**config.mk**
```make
export PLATFORM = sky130hd
export DESIGN_NAME = control_sequencer
export DESIGN_NICKNAME = d
export VERILOG_FILES = /design/src/rtl/control_sequencer.sv
export SDC_FILE = /design/constraint.sdc
export NUM_CORES = 1
export LEC_CHECK = 0
export CORE_MARGIN = 1
export CORE_UTILIZATION = 38
export DETAILED_ROUTE_END_ITERATION = 16
export PLACE_DENSITY = 0.81
export SETUP_SLACK_MARGIN = 0.15
export SYNTH_ARGS = -nofsm -noshare
export SYNTH_HDL_FRONTEND = slang
export SYNTH_SLANG_ARGS = --single-unit
```
**constraint.sdc**
```tcl
create_clock -name clk -period 2.05 [get_ports clk]
set_input_delay 0.41 -clock clk [delete_from_list [all_inputs] [get_ports clk]]
set_output_delay 0.41 -clock clk [all_outputs]
set_load 0.05 [all_outputs]
```
**src/rtl/control_sequencer.sv**
```systemverilog
// Hardwired Moore control unit for the single-bus datapath. It sequences fetch (T0-T2,
// with T1W memory wait states) and execute (T3-T5) for three-register ALU instructions.
module control_sequencer (
  input  logic        clk,
  input  logic        clear,
  input  logic [31:0] IR,
  input  logic        mem_ready,
  input  logic        stop,
  output logic        PCout,
  output logic        Zlowout,
  output logic        MDRout,
  output logic        MARin,
  output logic        Zin,
  output logic        PCin,
  output logic        MDRin,
  output logic        IRin,
  output logic        Yin,
  output logic        IncPC,
  output logic        Read,
  output logic        Gra,
  output logic        Grb,
  output logic        Grc,
  output logic        Rin,
  output logic        Rout,
  output logic [4:0]  Operator,
  output logic        run,
  output logic        illegal,
  output logic [15:0] instr_count
);

  typedef enum logic [3:0] {
    S_RST, S_T0, S_T1, S_T1W, S_T2, S_T3, S_T4, S_T5, S_HALT
  } state_t;

  localparam logic [4:0] OP_ALU_MAX = 5'd12;
  localparam logic [4:0] OP_HALT    = 5'd26;
  localparam logic [4:0] OP_NOP     = 5'd27;

  state_t      state, state_nxt;
  logic        stop_pending;
  logic        retire;
  logic        halt_req;
  logic [4:0]  opcode;
  logic        op_alu, op_nop, op_halt, op_ill;
  logic        unused_ir;

  // Register fields are consumed by the datapath's select logic, not here.
  assign unused_ir = ^IR[26:0];

  assign opcode  = IR[31:27];
  assign op_alu  = (opcode <= OP_ALU_MAX);
  assign op_nop  = (opcode == OP_NOP);
  assign op_halt = (opcode == OP_HALT);
  assign op_ill  = !(op_alu || op_nop || op_halt);

  // A stop arriving in the retire cycle itself must still halt at that edge.
  assign halt_req = stop_pending | stop;

  always_ff @(posedge clk) begin
    if (clear) begin
      state        <= S_RST;
      stop_pending <= 1'b0;
      instr_count  <= 16'd0;
    end else begin
      state <= state_nxt;
      if (stop)   stop_pending <= 1'b1;
      if (retire) instr_count  <= instr_count + 16'd1;
    end
  end

  always_comb begin
    {PCout, Zlowout, MDRout, MARin, Zin, PCin, MDRin, IRin,
     Yin, IncPC, Read, Gra, Grb, Grc, Rin, Rout} = '0;
    Operator  = 5'd0;
    run       = 1'b1;
    illegal   = 1'b0;
    retire    = 1'b0;
    state_nxt = state;
    case (state)
      S_RST: begin
        run       = 1'b0;
        state_nxt = S_T0;
      end
      S_T0: begin
        PCout     = 1'b1;
        MARin     = 1'b1;
        IncPC     = 1'b1;
        Zin       = 1'b1;
        state_nxt = S_T1;
      end
      S_T1: begin
        Zlowout   = 1'b1;
        PCin      = 1'b1;
        Read      = 1'b1;
        MDRin     = 1'b1;
        state_nxt = mem_ready ? S_T2 : S_T1W;
      end
      S_T1W: begin
        // Hold the read open; PC was already updated in T1.
        Read  = 1'b1;
        MDRin = 1'b1;
        if (mem_ready) state_nxt = S_T2;
      end
      S_T2: begin
        MDRout    = 1'b1;
        IRin      = 1'b1;
        state_nxt = S_T3;
      end
      S_T3: begin
        if (op_alu) begin
          Grb       = 1'b1;
          Rout      = 1'b1;
          Yin       = 1'b1;
          state_nxt = S_T4;
        end else if (op_halt) begin
          state_nxt = S_HALT;
        end else begin
          illegal   = op_ill;
          retire    = 1'b1;
          state_nxt = halt_req ? S_HALT : S_T0;
        end
      end
      S_T4: begin
        Grc       = 1'b1;
        Rout      = 1'b1;
        Zin       = 1'b1;
        Operator  = opcode;
        state_nxt = S_T5;
      end
      S_T5: begin
        Zlowout   = 1'b1;
        Gra       = 1'b1;
        Rin       = 1'b1;
        retire    = 1'b1;
        state_nxt = halt_req ? S_HALT : S_T0;
      end
      S_HALT: begin
        run = 1'b0;
      end
      default: begin
        run       = 1'b0;
        state_nxt = S_RST;
      end
    endcase
  end

endmodule
```
==> reports/metrics.csv, run 1 <==
metric,value,unit
status,completed,
Final Max Tran Viols,0,
cell area after synthesis,1305,um^2
Chip Width,60.60,um
wire per inst,17.04,um
min-delay src,instr_count[8]$_SDFFE_PP0P_,
Tightest Pin Transition,0.5049,ns
reg2reg start,state[2]$_SDFFE_PP0P_,
Placed Cells incl. Taps,251,
switching fraction of total power,0.3567,
Combinational Power Share,0.426,
syn avg cell area,8.260,um^2
GRT Total Usage,0.2457,
Register-to-Register Path Depth,6,
GR Overflow Total,0,
Yosys cell types,42,
total detailed-routing wirelength,4551,um
Post-synth EDFFs,0,
net switching power,392.2,uW
clock slew at reported path FFs,0.12,ns
Core Rows,20,
Register Area,436.7,um^2
P_leak,0.9773,nW
DR vias/cell,5.918,
Max Clock Skew,0.009730,ns
"top cells by area, synth","dfxtp_1 (32%), a21oi_1 (5.4%), o31ai_1 (4.6%)",
setup TNS,0,ns
maximum clock frequency,521.3,MHz
synthesized flop and latch total,21,
Multi-input gate area,932.1,um^2
largest area contributor in the netlist,dfxtp_1,
Pint,707.2,uW
Die ar.,3672,um^2
Layout Utilization,0.7623,
global-route wire length before repair,6851,um
mux cell area share after synthesis,0.04219,
initial antenna violation count,0,
htree depth,1,
Clock power frac,0.184,
FILL cells,224,
Die H,60.60,um
fin crit share,0.9357,
adder-cell share of the synthesized area,0.009588,
share of cells above drive strength 1,0.4439,
sequential share of power,0.390,
port bufs,47,
Synth top cells by count,"dfxtp_1 (21), a21oi_1 (14), nor2_1 (12), nand3_1 (10), o31ai_1 (8)",
Final min period,1.918,ns
CP Data Arrival Time,1.51,ns
Crit Path Category,reg2out,
CTS Sinks,21,
GP Congestion,0.8182,
CTS buffer count,3,
Iter 0 DRT Violations,120,
worst vdd ir,0.4519,mV
# diodes,0,
Async SR Flop Fraction,0,
vias after detailed routing,1580,
final setup vio count,0,
CTS root buf,clkbuf_4,
vias in the first global route,1407,
RSZ-0062 raised after global routing,true,
CTS Hold Buffers Added,0,
worst path required time,1.64,ns
crit path max fanout,5,
Post-Synth Simple-Gate Area,0.3509,
hpwl dp,2972,um
syn_nets,195,
Skew-Pair Late Insertion Delay,0.31,ns
largest net degree at the start of global routing,17,
xor and xnor area share after synthesis,0,
CP Capture Type,output pin,
most frequent cell after synthesis,dfxtp_1,
R2R Setup Slk,0.22,ns
fin cells,267,
Synth top area share,0.3221,
Relative slew margins,0.6628,
Layout area overhead,84.18,%
worst hold margin,0.5051,ns
reg2reg end,instr_count[15]$_SDFFE_PP0P_,
Post-Syn Instances,158,
main combinational cell family by area after synthesis,simple AND/OR/NAND/NOR gates,
# DRC,0,
Hold Crit Depth,2,
Synth Area in Compound Gates,0.1850,
Hold Fails Final Rpt,0,
PD cells,457.4,nW/um^2
top_reg_cell synth,dfxtp_1,
Hold EP,instr_count[8]$_SDFFE_PP0P_,
Ports,75,
initial core utilization,0.4139,
Critical Path Start Type,flip-flop,
Pre-antenna DRT Iters,4,
CTS tree,yes,
Layout Nets,261,
ANT nets after route,0,
register area share after synthesis,0.3221,
Syn. warnings,0,
CTS max path bufs,2,
Core Area,3153,um^2
Hold WC Path Type,reg2reg,
Max-cap violations,0,
-- routing by layer --
metal,track usage,up-vias,share of wire
met5,0,-,0
met1,0.3217,769,0.40
li1,-,734,-
met3,0.04691,12,0.049
met4,0.05519,0,0.026
met2,0.4192,65,0.52
-- power by group through the flow --
stage	Combinational (mW)	Sequential, mW	Clock (mW)
after global routing	0.483	0.430	0.231
after CTS	0.437	0.430	0.206
after global placement	0.403	0.438	0
after floorplan	0.242	0.431	0
after detailed placement	0.412	0.439	0
final	0.468	0.429	0.203
-- cell usage in the layout (no fill, tap or decap), types with 2 or more instances in the layout --
master,n
or3_1,2
buf_8,3
nor4_4,3
or4_1,7
nor2b_1,4
nor2_1,9
nor2_2,2
mux2_2,3
or2_4,4
dfxtp_1,14
nor3_4,2
buf_4,25
clkbuf_4,3
dfxtp_2,4
buf_12,23
a21oi_1,13
a32oi_1,2
o41ai_1,3
and2_4,5
buf_2,3
and4_1,4
and3_1,2
nand4_1,3
a211o_1,2
dlygate4sd2_1,15
nand3_1,9
buf_6,4
o21ai_0,4
nand2_1,2
or4b_1,2
o31ai_1,8
dfxtp_4,3
clkdlybuf4s50_1,3
-- worst max-delay path, cell delays in order (launching register included) --
cell and delay [ns]:
dfxtp_4 0.40, buf_6 0.13, nor4b_4 0.34, buf_6 0.19, buf_12 0.14
-- stage by stage --
step	power [mW]	area, um^2	setup WS [ns]
finish	1.099	2404	0.1318
global route	1.144	2404	0.05389
CTS	1.072	2306	0.08126
detailed placement	0.8515	2210	-0.3492
global placement	0.8416	2210	-0.3276
floorplan	0.6722	1455	-0.03045
-- repair_timing --
item,CTS,global route
setup buffers,5,7
endpoints found under the setup margin,49,19
pin swaps,5,7
gates resized for setup,51,19
-- cell families (layout without fill, tap and decap cells) --
logic type | Yosys count | count (layout)
AND/OR/NAND/NOR | 73 | 73
AO/OA/AOI/OAI | 37 | 37
multiplexers | 5 | 5
buffers and inverters | 21 | 86
flip-flops | 21 | 21
adder cells (fa/ha/maj) | 1 | 1
-- registers in the layout, indices dropped and copies added, names as in the netlist --
register      flops
state             4
instr_count      16
stop_pending      1
-- how the worst max path moves through the flow --
| stage | start | endpoint | slack [ns] | cells past startpoint |
|---|---|---|---|---|
| 3_3_place_gp | IR[29] | instr_count[12]$_SDFFE_PP0P_ | -0.33 | 6 |
| 3_5_place_dp | IR[29] | instr_count[12]$_SDFFE_PP0P_ | -0.35 | 6 |
| 5_1_grt | state[2]$_SDFFE_PP0P_ | Operator[0] | 0.05 | 5 |
| 4_1_cts | IR[30] | Rout | 0.08 | 6 |
| 2_1_floorplan | state[2]$_SDFFE_PP0P_ | Operator[0] | -0.03 | 4 |
| 6_report | state[2]$_SDFFE_PP0P_ | IncPC | 0.13 | 4 |
-- final cells by class --
type / count / share of cell area
sequential: 21 / 0.1817
tap: 44 / 0.02290
clock buffer: 4 / 0.01093
inverter: 4 / 0.009370
timing repair buffer: 78 / 0.3873
multi-input combinational: 116 / 0.3878
Note: power is estimated with default switching activity, not from simulation.
==> inputs of run 2 (changes only) <==
CTS_CLUSTER_DIAMETER = 200   (was unset)
==> results of run 2 <==
No change in the layout: final DEF, timing and power equal those of run 1.
==> inputs of run 3 (changes only) <==
CORE_MARGIN = 1.5   (was 1)
==> reports/metrics.csv, run 3 (synthesis gave the netlist of run 1 again) <==
metric,value,unit,change
Die ar.,3795,um^2,+3.3%
GP Congestion,0.9277,,+13%
Ports,75,,unchanged
clock slew at reported path FFs,0.12,ns,about the same
initial core utilization,0.3942,,-0.01971
Iter 0 DRT Violations,79,,-34%
Register Area,439.2,um^2,+0.57%
Die H,61.60,um,+1.7%
# diodes,0,,unchanged
Placed Cells incl. Taps,254,,+1.2%
Critical Path Sink,Rout,,
Core Area,3311,um^2,+5.0%
Layout area overhead,81.98,%,
initial antenna violation count,0,,unchanged
Max-cap violations,0,,unchanged
status,completed,,
Multi-input gate area,908.4,um^2,-2.6%
share of cells above drive strength 1,0.4414,,-0.002505
CTS Sinks,21,,unchanged
CP bufs+invs,1,,-2
CP Cell Sequence,and3b_1 -> and3_4 -> or2_4 -> buf_8,,
"commonest cells after routing, fill and taps aside","buf_12 (23), buf_4 (23), dlygate4sd2_1 (16)",,
Worst Setup SP,state[2]$_SDFFE_PP0P_,,
CP Capture Type,output pin,,
worst vdd ir,0.2865,mV,-37%
htree depth,1,,unchanged
CP Data Arrival Time,1.54,ns,+0.03 ns
CTS tree,yes,,
# DRC,0,,unchanged
total chip power,1.092,mW,-0.68%
max FFs per register,16,,unchanged
setup TNS,0,ns,unchanged
Max Clock Skew,0.002945,ns,-0.006785 ns
wire per inst,17.87,um,+4.8%
GRT Total Usage,0.2564,,+0.01077
crit-path leading delay family,simple AND/OR/NAND/NOR gates,,
CTS buffer count,3,,unchanged
reg2reg start,instr_count[2]$_SDFFE_PP0P_,,
Tightest Pin Transition,0.4930,ns,-0.01191 ns
final setup vio count,0,,unchanged
vias after detailed routing,1589,,+0.57%
P_leak,0.9553,nW,-2.3%
Final min period,1.946,ns,+0.02782 ns
ANT nets after route,0,,unchanged
global-route wire length before repair,7134,um,+4.1%
GR Overflow Total,0,,unchanged
Layout Utilization,0.7173,,-0.04499
worst hold margin,0.5114,ns,+0.006283 ns
worst path required time,1.64,ns,about the same
Hold Fails Final Rpt,0,,unchanged
Skew-Pair Late Insertion Delay,0.32,ns,about the same
Pre-antenna DRT Iters,4,,unchanged
max incr delay on CP,0.41,ns,about the same
largest net degree at the start of global routing,24,,+7
Relative slew margins,0.6726,,+0.009793
Biggest register,instr_count,,
fin cells,268,,+0.37%
Critical Path Start Type,flip-flop,,
FILL cells,247,,+10%
reg2reg end,instr_count[15]$_SDFFE_PP0P_,,
number of cells on the critical path,4,,unchanged
port bufs,47,,unchanged
hpwl dp,3241,um,+9.0%
Critical-path top delay cell,dfxtp_4,,
CTS root buf,clkbuf_4,,
Final Max Tran Viols,0,,unchanged
Core Rows,21,,+5.0%
Register-to-Register Path Depth,4,,-2
R2R Setup Slk,0.29,ns,+0.07 ns
fin crit share,0.9493,,+0.01357
Layout Nets,260,,-0.38%
DR vias/cell,5.929,,+0.19%
crit path max fanout,7,,+2
CTS max path bufs,2,,unchanged
maximum clock frequency,513.9,MHz,-1.4%
RSZ-0062 raised after global routing,true,,
total detailed-routing wirelength,4789,um,+5.2%
Chip Width,61.60,um,+1.7%
vias in the first global route,1496,,+6.3%
PD cells,459.8,nW/um^2,+0.53%
Crit Path Category,reg2out,,
largest registers,"instr_count x16, state x4, stop_pending x1",,
Hold WC Path Type,reg2reg,,
## run 3: how the worst min path moves through the flow
stage	from	to	slack (ns)	depth (start not counted)
2_1_floorplan	stop_pending$_SDFFE_PP0P_	stop_pending$_SDFFE_PP0P_	0.45	2
3_3_place_gp	instr_count[8]$_SDFFE_PP0P_	instr_count[8]$_SDFFE_PP0P_	0.47	2
3_5_place_dp	instr_count[14]$_SDFFE_PP0P_	instr_count[14]$_SDFFE_PP0P_	0.49	2
4_1_cts	state[0]$_SDFFE_PP0P_	state[2]$_SDFFE_PP0P_	0.50	1
5_1_grt	instr_count[8]$_SDFFE_PP0P_	instr_count[8]$_SDFFE_PP0P_	0.53	2
6_report	instr_count[8]$_SDFFE_PP0P_	instr_count[8]$_SDFFE_PP0P_	0.51	2
## run 3: what timing repair did
item                       in CTS  in global routing
hold buffers                    0                  0
gates resized for setup        54                 11
setup endpoints to repair      49                 20
pin swaps                       6                  6
setup buffers                   8                  2
hold endpoints to repair        0                  0
## run 3: final cells by class
type / count / area share
repair buffers: 77 / 0.3878
multi-input cells: 116 / 0.3825
flip-flops and latches: 21 / 0.1849
well taps: 46 / 0.02424
clock buffers: 4 / 0.01106
inverters: 4 / 0.009484
## run 3: routing by layer
layer	up-vias	global-route usage	routed length (um)	share of wire
met5	-	0	0	0
met4	0	0.1398	165	0.034
met3	17	0.05042	225	0.047
met2	76	0.4436	2615	0.55
met1	769	0.2944	1783	0.37
li1	727	-	-	-
## run 3: worst register-to-register path: stages (launching register included)
cell	delay, ns
dfxtp_1	0.43
and3_1	0.27
nand3_1	0.28
nor4_2	0.32
mux2_2	0.36
## run 3: stage by stage
| step | setup WS [ns] | cell area, um^2 |
|---|---|---|
| floorplan | -0.03045 | 1455 |
| detailed placement | -0.3693 | 2207 |
| global route | 0.07701 | 2375 |
| global placement | -0.3150 | 2207 |
| CTS | 0.05275 | 2327 |
| finish | 0.1039 | 2375 |
## run 3: where the power goes
part           switching [mW]  internal, mW  leakage (nW)  total [mW]
clock                   0.133        0.0762        0.0150       0.209
combinational           0.245         0.207         0.766       0.452
sequential             0.0156         0.415         0.174       0.431
